===== src/rtl/writeback_unit.sv =====
// Writeback stage: retires instructions to the register file, waiting on
// variable-latency load data and flagging misaligned or timed-out loads.
module writeback_unit #(
  parameter int LOAD_TIMEOUT = 16,
  parameter int CNT_WIDTH    = 32
) (
  input  logic                 clk,
  input  logic                 rst,
  input  logic                 in_valid,
  output logic                 in_ready,
  input  logic [4:0]           in_rd,
  input  logic [31:0]          in_alu_result,
  input  logic [31:0]          in_pc_plus4,
  input  logic                 in_mem_to_reg,
  input  logic                 in_reg_write,
  input  logic [1:0]           in_jump,
  input  logic [2:0]           in_funct3,
  input  logic                 mem_rvalid,
  input  logic [31:0]          mem_rdata,
  output logic [4:0]           write_reg,
  output logic [31:0]          write_data,
  output logic                 reg_write,
  output logic                 load_err,
  output logic                 busy,
  output logic [CNT_WIDTH-1:0] retired_count
);

  typedef enum logic [0:0] {IDLE, WAIT_MEM} state_t;

  localparam int TW = (LOAD_TIMEOUT > 1) ? $clog2(LOAD_TIMEOUT) : 1;
  localparam logic [TW-1:0] TIMER_LAST = TW'(LOAD_TIMEOUT - 1);

  state_t        r_state;
  state_t        w_state_next;
  logic [4:0]    r_rd;
  logic [2:0]    r_funct3;
  logic [1:0]    r_addr_lo;
  logic          r_rw;
  logic [TW-1:0] r_timer;

  logic          w_xfer;
  logic          w_misaligned;
  logic          w_timer_done;
  logic [7:0]    w_byte;
  logic [15:0]   w_half;
  logic [31:0]   w_load_data;
  logic          w_reg_write;
  logic          w_load_err;
  logic [4:0]    w_write_reg;
  logic [31:0]   w_write_data;
  logic          w_retire;

  assign w_xfer       = in_valid & in_ready;
  assign w_timer_done = (r_timer == TIMER_LAST);

  always_comb begin
    w_misaligned = 1'b0;
    case (in_funct3)
      3'b001, 3'b101: w_misaligned = in_alu_result[0];
      3'b010:         w_misaligned = (in_alu_result[1:0] != 2'b00);
      3'b011, 3'b110, 3'b111: w_misaligned = 1'b1;
      default:        w_misaligned = 1'b0;
    endcase
  end

  // Memory returns the whole aligned word; pick the lane from the latched address.
  always_comb begin
    w_byte = mem_rdata[7:0];
    case (r_addr_lo)
      2'd0: w_byte = mem_rdata[7:0];
      2'd1: w_byte = mem_rdata[15:8];
      2'd2: w_byte = mem_rdata[23:16];
      2'd3: w_byte = mem_rdata[31:24];
      default: w_byte = mem_rdata[7:0];
    endcase
    w_half = r_addr_lo[1] ? mem_rdata[31:16] : mem_rdata[15:0];
    case (r_funct3)
      3'b000:  w_load_data = {{24{w_byte[7]}}, w_byte};
      3'b100:  w_load_data = {24'd0, w_byte};
      3'b001:  w_load_data = {{16{w_half[15]}}, w_half};
      3'b101:  w_load_data = {16'd0, w_half};
      default: w_load_data = mem_rdata;
    endcase
  end

  always_ff @(posedge clk or posedge rst) begin
    if (rst) r_state <= IDLE;
    else     r_state <= w_state_next;
  end

  always_comb begin
    w_state_next = r_state;
    case (r_state)
      IDLE:
        if (w_xfer && in_mem_to_reg && !w_misaligned) w_state_next = WAIT_MEM;
      WAIT_MEM:
        if (mem_rvalid || w_timer_done) w_state_next = IDLE;
      default: w_state_next = IDLE;
    endcase
  end

  // Next values of the registered outputs; data and address hold when nothing retires.
  always_comb begin
    w_reg_write  = 1'b0;
    w_load_err   = 1'b0;
    w_write_reg  = write_reg;
    w_write_data = write_data;
    w_retire     = 1'b0;
    case (r_state)
      IDLE: begin
        if (w_xfer) begin
          if (!in_mem_to_reg) begin
            w_reg_write  = in_reg_write & (in_rd != 5'd0);
            w_write_reg  = in_rd;
            w_write_data = (in_jump != 2'b00) ? in_pc_plus4 : in_alu_result;
            w_retire     = 1'b1;
          end else if (w_misaligned) begin
            w_load_err = 1'b1;
            w_retire   = 1'b1;
          end
        end
      end
      WAIT_MEM: begin
        if (mem_rvalid) begin
          w_reg_write  = r_rw & (r_rd != 5'd0);
          w_write_reg  = r_rd;
          w_write_data = w_load_data;
          w_retire     = 1'b1;
        end else if (w_timer_done) begin
          w_load_err = 1'b1;
          w_retire   = 1'b1;
        end
      end
      default: ;
    endcase
  end

  always_ff @(posedge clk or posedge rst) begin
    if (rst) begin
      r_rd      <= 5'd0;
      r_funct3  <= 3'd0;
      r_addr_lo <= 2'd0;
      r_rw      <= 1'b0;
      r_timer   <= '0;
    end else if (r_state == IDLE) begin
      if (w_xfer && in_mem_to_reg && !w_misaligned) begin
        r_rd      <= in_rd;
        r_funct3  <= in_funct3;
        r_addr_lo <= in_alu_result[1:0];
        r_rw      <= in_reg_write;
        r_timer   <= '0;
      end
    end else if (!mem_rvalid && !w_timer_done) begin
      r_timer <= r_timer + TW'(1);
    end
  end

  always_ff @(posedge clk or posedge rst) begin
    if (rst) begin
      in_ready      <= 1'b1;
      busy          <= 1'b0;
      reg_write     <= 1'b0;
      load_err      <= 1'b0;
      write_reg     <= 5'd0;
      write_data    <= 32'd0;
      retired_count <= '0;
    end else begin
      in_ready   <= (w_state_next == IDLE);
      busy       <= (w_state_next == WAIT_MEM);
      reg_write  <= w_reg_write;
      load_err   <= w_load_err;
      write_reg  <= w_write_reg;
      write_data <= w_write_data;
      if (w_retire) retired_count <= retired_count + CNT_WIDTH'(1);
    end
  end

endmodule


===== config.mk =====
export PLATFORM = sky130hd
export DESIGN_NAME = writeback_unit
export DESIGN_NICKNAME = d
export VERILOG_FILES = /design/src/rtl/writeback_unit.sv
export SDC_FILE = /design/constraint.sdc
export NUM_CORES = 1
export LEC_CHECK = 0
export BUFFER_PORTS_ARGS = -buffer_cell sky130_fd_sc_hd__buf_2
export CAP_MARGIN = 20
export CORE_MARGIN = 4
export CORE_UTILIZATION = 54
export DETAILED_ROUTE_END_ITERATION = 7
export GPL_TIMING_DRIVEN = 0
export PLACE_DENSITY_LB_ADDON = 0.12
export REMOVE_ABC_BUFFERS = 1
export SLEW_MARGIN = 20
export SYNTH_ARGS = -nofsm -noshare
export SYNTH_HDL_FRONTEND = slang
export SYNTH_SLANG_ARGS = --single-unit

===== constraint.sdc =====
create_clock -name clk -period 4.85 [get_ports clk]
set_input_delay 0.97 -clock clk [delete_from_list [all_inputs] [get_ports clk]]
set_output_delay 0.97 -clock clk [all_outputs]
set_load 0.05 [all_outputs]

== Word-level counts from Yosys, hierarchy flattened ==
Cells that the tools add are included.

* Logic and storage cells: 88
* Output and inout bits: 73
* Bits in registers: 88
* Bits of input ports: 112

* Eq/ne operators: 17
* Bitwise operators: 5
* Reductions and logical operators: 19
* Add/sub/neg operators: 2
* Muxes and demuxes: 33

{| class="wikitable"
|+ Operator list
! cell !! number
|-
| $mux 32 || 4
|-
| $pmux 32 s4 || 1
|-
| $pmux 32 s2 || 1
|-
| $add 32x1->32 const B || 1
|-
| $pmux 8 s4 || 1
|-
| $mux 16 || 1
|-
| $eq 3x3->1 const B || 5
|-
| $mux 5 || 3
|-
| $mux 1 || 13
|-
| $mux 4 || 3
|-
| $pmux 5 s2 || 1
|-
| $reduce_bool 5->1 || 2
|-
| $pmux 1 s2 || 4
|-
| $eq 3x1->1 const B || 2
|-
| $eq 3x2->1 const B || 2
|-
| $ne 2x2->1 const B || 3
|-
| $reduce_bool 2->1 || 3
|-
| $add 4x1->4 const B || 1
|-
| $eq 2x2->1 const B || 2
|-
| $eq 4x4->1 const B || 1
|-
| $reduce_and 2->1 || 2
|-
| $and 1x1->1 || 3
|-
| $logic_and 1x1->1 || 3
|-
| $logic_not 1->1 || 3
|-
| 10 further kinds || 11
|}

== Logic depth before layout (Yosys ltp) ==
* Word-level depth: 8
* Mapped depth: 8

== Worst setup path after synthesis ==
OpenSTA, ideal clock, no wires.

* Kind: in2reg
* From: input port in_valid
* To: register write_data[17]
* Path buffers: 2
* Library setup time: 145 ps
* Path slack: 2534 ps
* Arrival time: 2171 ps
* Data required time: 4705 ps
* Cell stages on the path: 6
* Path through: nand2_1 -> or3_1 -> clkbuf_1 -> clkbuf_1 -> a2111oi_0 -> a211oi_2

* Word-level cells in the longest chain between the ends: 3

{| class="wikitable"
|+ RTL lines
! element !! RTL line !! RTL
|-
| from (decl) || 9 || <nowiki>input logic in_valid,</nowiki>
|-
| $and 1x1->1 || 53 || <nowiki>assign w_xfer = in_valid & in_ready;</nowiki>
|-
| $ne 2x2->1 (no source line) || -- ||
|-
| $reduce_and 3->1 (no source line) || -- ||
|-
| to (signal assigned) || 173 || <nowiki>write_data <= w_write_data;</nowiki>
|-
| to (decl) || 21 || <nowiki>output logic [31:0] write_data,</nowiki>
|}

No other way between the ends.
A chain may end at the register's enable or synchronous reset.

==> summary.txt <==
Clock network
  – H-tree level count: 3
  – Worst skew pair latency: between 300 and 400 ps
  – Post-CTS Setup Inserts: 0
  – CTS buffer count: 9
  – Hold buffers post-CTS: 0
  – Clock Sinks: 88
  – TritonCTS clock tree: done
  – Clock root cell: clkbuf_8
  – Post_cts resized: 0
  – Worst-case clock buffer depth: 2
  – Clock transition at path regs: about 90 ps

Critical path
  – Crit start category: register
  – Critical Path Fanout Max: 39
  – Reg-to-reg slack, setup: 2070 ps
  – Crit path arrival time: 3030 ps
  – CP endpoint kind: register
  – WS Path Type: reg2reg
  – Worst path required time: 5090 ps

Route
  – Final wirelength: 14.0 mm
  – Routed length per instance: 17.3 µm
  – ANT nets after route: 0
  – Remaining routing DRC violations: 0
  – DR pass1 iterations: 5
  – DR vias/cell: between 5 and 6
  – Initial drt markers: 236
  – Via count: 4,705

Die
  – Die Ht: ~100 µm
  – Floorplan core area: 8850 µm²
  – Initial core utilization: 56.3%
  – Die area: 10,800 µm²
  – Die W: 104 µm
  – I/O pins: between 150 and 200
  – FP Rows: 34

Power and ir drop
  – Sw frac: 46.0%
  – Internal power: 1.42 mW
  – Combinational share of power: 41.5%
  – Lkg Pwr: 2.84 nW
  – Psw: 1.21 mW
  – Clock Power Share: 18.4%
  – Share of power burned in registers: 40.1%
  – Design Power: 2.64 mW
  – VDD IR max: 0.000376 V
  – Power Density: 431 nW/µm²

STA
  – Setup TNS: 0 ps
  – Final setup viols: 0
  – Final Max Tran Viols: 0
  – Max Clock Skew: 11.0 ps
  – Fin crit period: 2780 ps
  – Maximum clock frequency: 359 MHz
  – Worst slew pin tran: 891 ps
  – Final period util: 57.4%
  – Hold Slack: between 400 and 500 ps
  – Final hold violation count: 0
  – RSZ-0062 raised after global routing: no
  – Slew headroom: 40.6%

Synthesis
  – Cell Area, Synth: 4980 µm²
  – Top-count cell post-synth: nand2_1
  – Post-synth cell types: 52
  – Sequential share of the synthesized area: 44.2%
  – Yosys top cell area share: 43.7%
  – Synth area leaders: dfrtp_1, nand2_1, xnor2_1
  – Ys flop type: dfrtp_1
  – Post-synth EDFFs: 0
  – YS warnings: 0
  – #FFs+latches synth: 88
  – Synth cell count leaders: nand2_1, dfrtp_1, nor2_1
  – Synth Area per Inst: 9.28 µm²
  – Yosys top cell by area: dfrtp_1
  – Async SR Flop Fraction: 100%
  – Mapped Cells: roughly 540

Global routing
  – Total GRT Usage: approximately a quarter
  – First-pass GRT wire length: 23.5 mm
  – Global route overflow: 0
  – Initial antenna violation count: 0
  – Vias in the first global route: 4,716
  – Grt met2 use: roughly 46%
  – Largest net degree at the start of global routing: 46
  – Met1 Use GR: 32.7%
  – Most used routing layer in global routing: met2
  – Met3 Track Usage GR: 5.52%

Layout
  – Syn-to-layout area delta: 23.0%
  – Share of cells above drive strength 1: about a third
  – Diodes inserted: 0
  – Leading registers by flop count: retired_count (32), write_data (32)
  – Fin nets: 812

Placed design
  – Routability congestion estimate: 0.836
  – Port Buffers: roughly 180
  – Dpl hpwl: 10.5 mm

Job
  – Max-cap violations: 0

Run status
  – Status: finished clean

Min path
  – Worst hold path class: reg2reg
## per-stage QoR
step                util [%]  setup WS (ps)  instances  cell area [µm²]
finish                  69.2           2070        811             6130
global route            69.2           1840        811             6130
CTS                     69.2           1700        811             6130
detailed placement      67.1           1520        795             5930
global placement        66.5            552        793             5880
floorplan                  -           1600        501             4830
## layout make-up
class	instances	area [µm²]
fill	703	2720
timing repair buffer	186	963
sequential	88	2210
multi-input combinational	399	2580
clock buffer	11	151
tap	108	135
inverter	14	55.1
clock inverter	5	40.0
## cells by family (layout without fill, tap and decap cells)
kind of cell	Yosys count	after routing	share of synthesized area, %
xor gates and xnor gates	33	33	5.80
buffers and inverters	50	216	4.14
adders and majority gates	2	2	0.502
DFF	88	88	44.2
muxes	26	26	5.85
and+or+nand+nor	218	218	21.5
AOI/OAI and AO/OA	120	120	18.0
## final timing paths
check                                  start           endpoint  cells after the start
setup / recovery                        busy      write_data[0]                      4
setup reg to reg                        busy      write_data[0]                      4
max in group asynchronous                rst           in_ready                      3
hold reg to reg            retired_count[31]  retired_count[31]                      1
min in group asynchronous                rst  retired_count[20]                      2
hold / removal             retired_count[31]  retired_count[31]                      1
## worst max-delay path, stage by stage, from the launching register on
cell     delay (ps)
dfrtp_2         860
or3_2           660
and2_1          810
a31oi_1         110
a22o_1          240
## power groups by stage
stage                     logic (mW)  clock network, mW  registers, mW
after global placement          1.07                  0           1.06
after floorplan                0.366                  0           1.48
after global routing            1.18              0.536           1.09
final                           1.09              0.485           1.06
after detailed placement        1.10                  0           1.07
after CTS                       1.10              0.502           1.06
## placed cells by master, fill, tap and decap left out, types with 3 or more instances in the layout
cell	instances
a2111oi_0	17
a211oi_1	13
a211oi_2	5
a21o_1	4
a21oi_1	11
a22o_1	3
a22oi_1	10
a31oi_1	15
and2_1	22
and3_1	4
buf_2	184
clkbuf_8	11
clkinvlp_4	3
dfrtp_1	85
inv_1	13
mux2_2	15
mux2i_1	10
nand2_1	94
nand3_1	19
nand4_1	15
nor2_1	32
nor2b_1	5
nor3_1	6
nor4_1	5
o2111ai_1	3
o211ai_1	5
o21ai_0	19
o221ai_1	8
o311ai_0	4
xnor2_1	29
xor2_1	4
## per-layer routing
layer  share of wire (%)  routed length (µm)
met1                  41                5810
met2                  51                7150
met3                 6.6                 926
met4                 1.1                 160
met5                   0                   0
No activity file was read; power rests on OpenSTA's default activity.
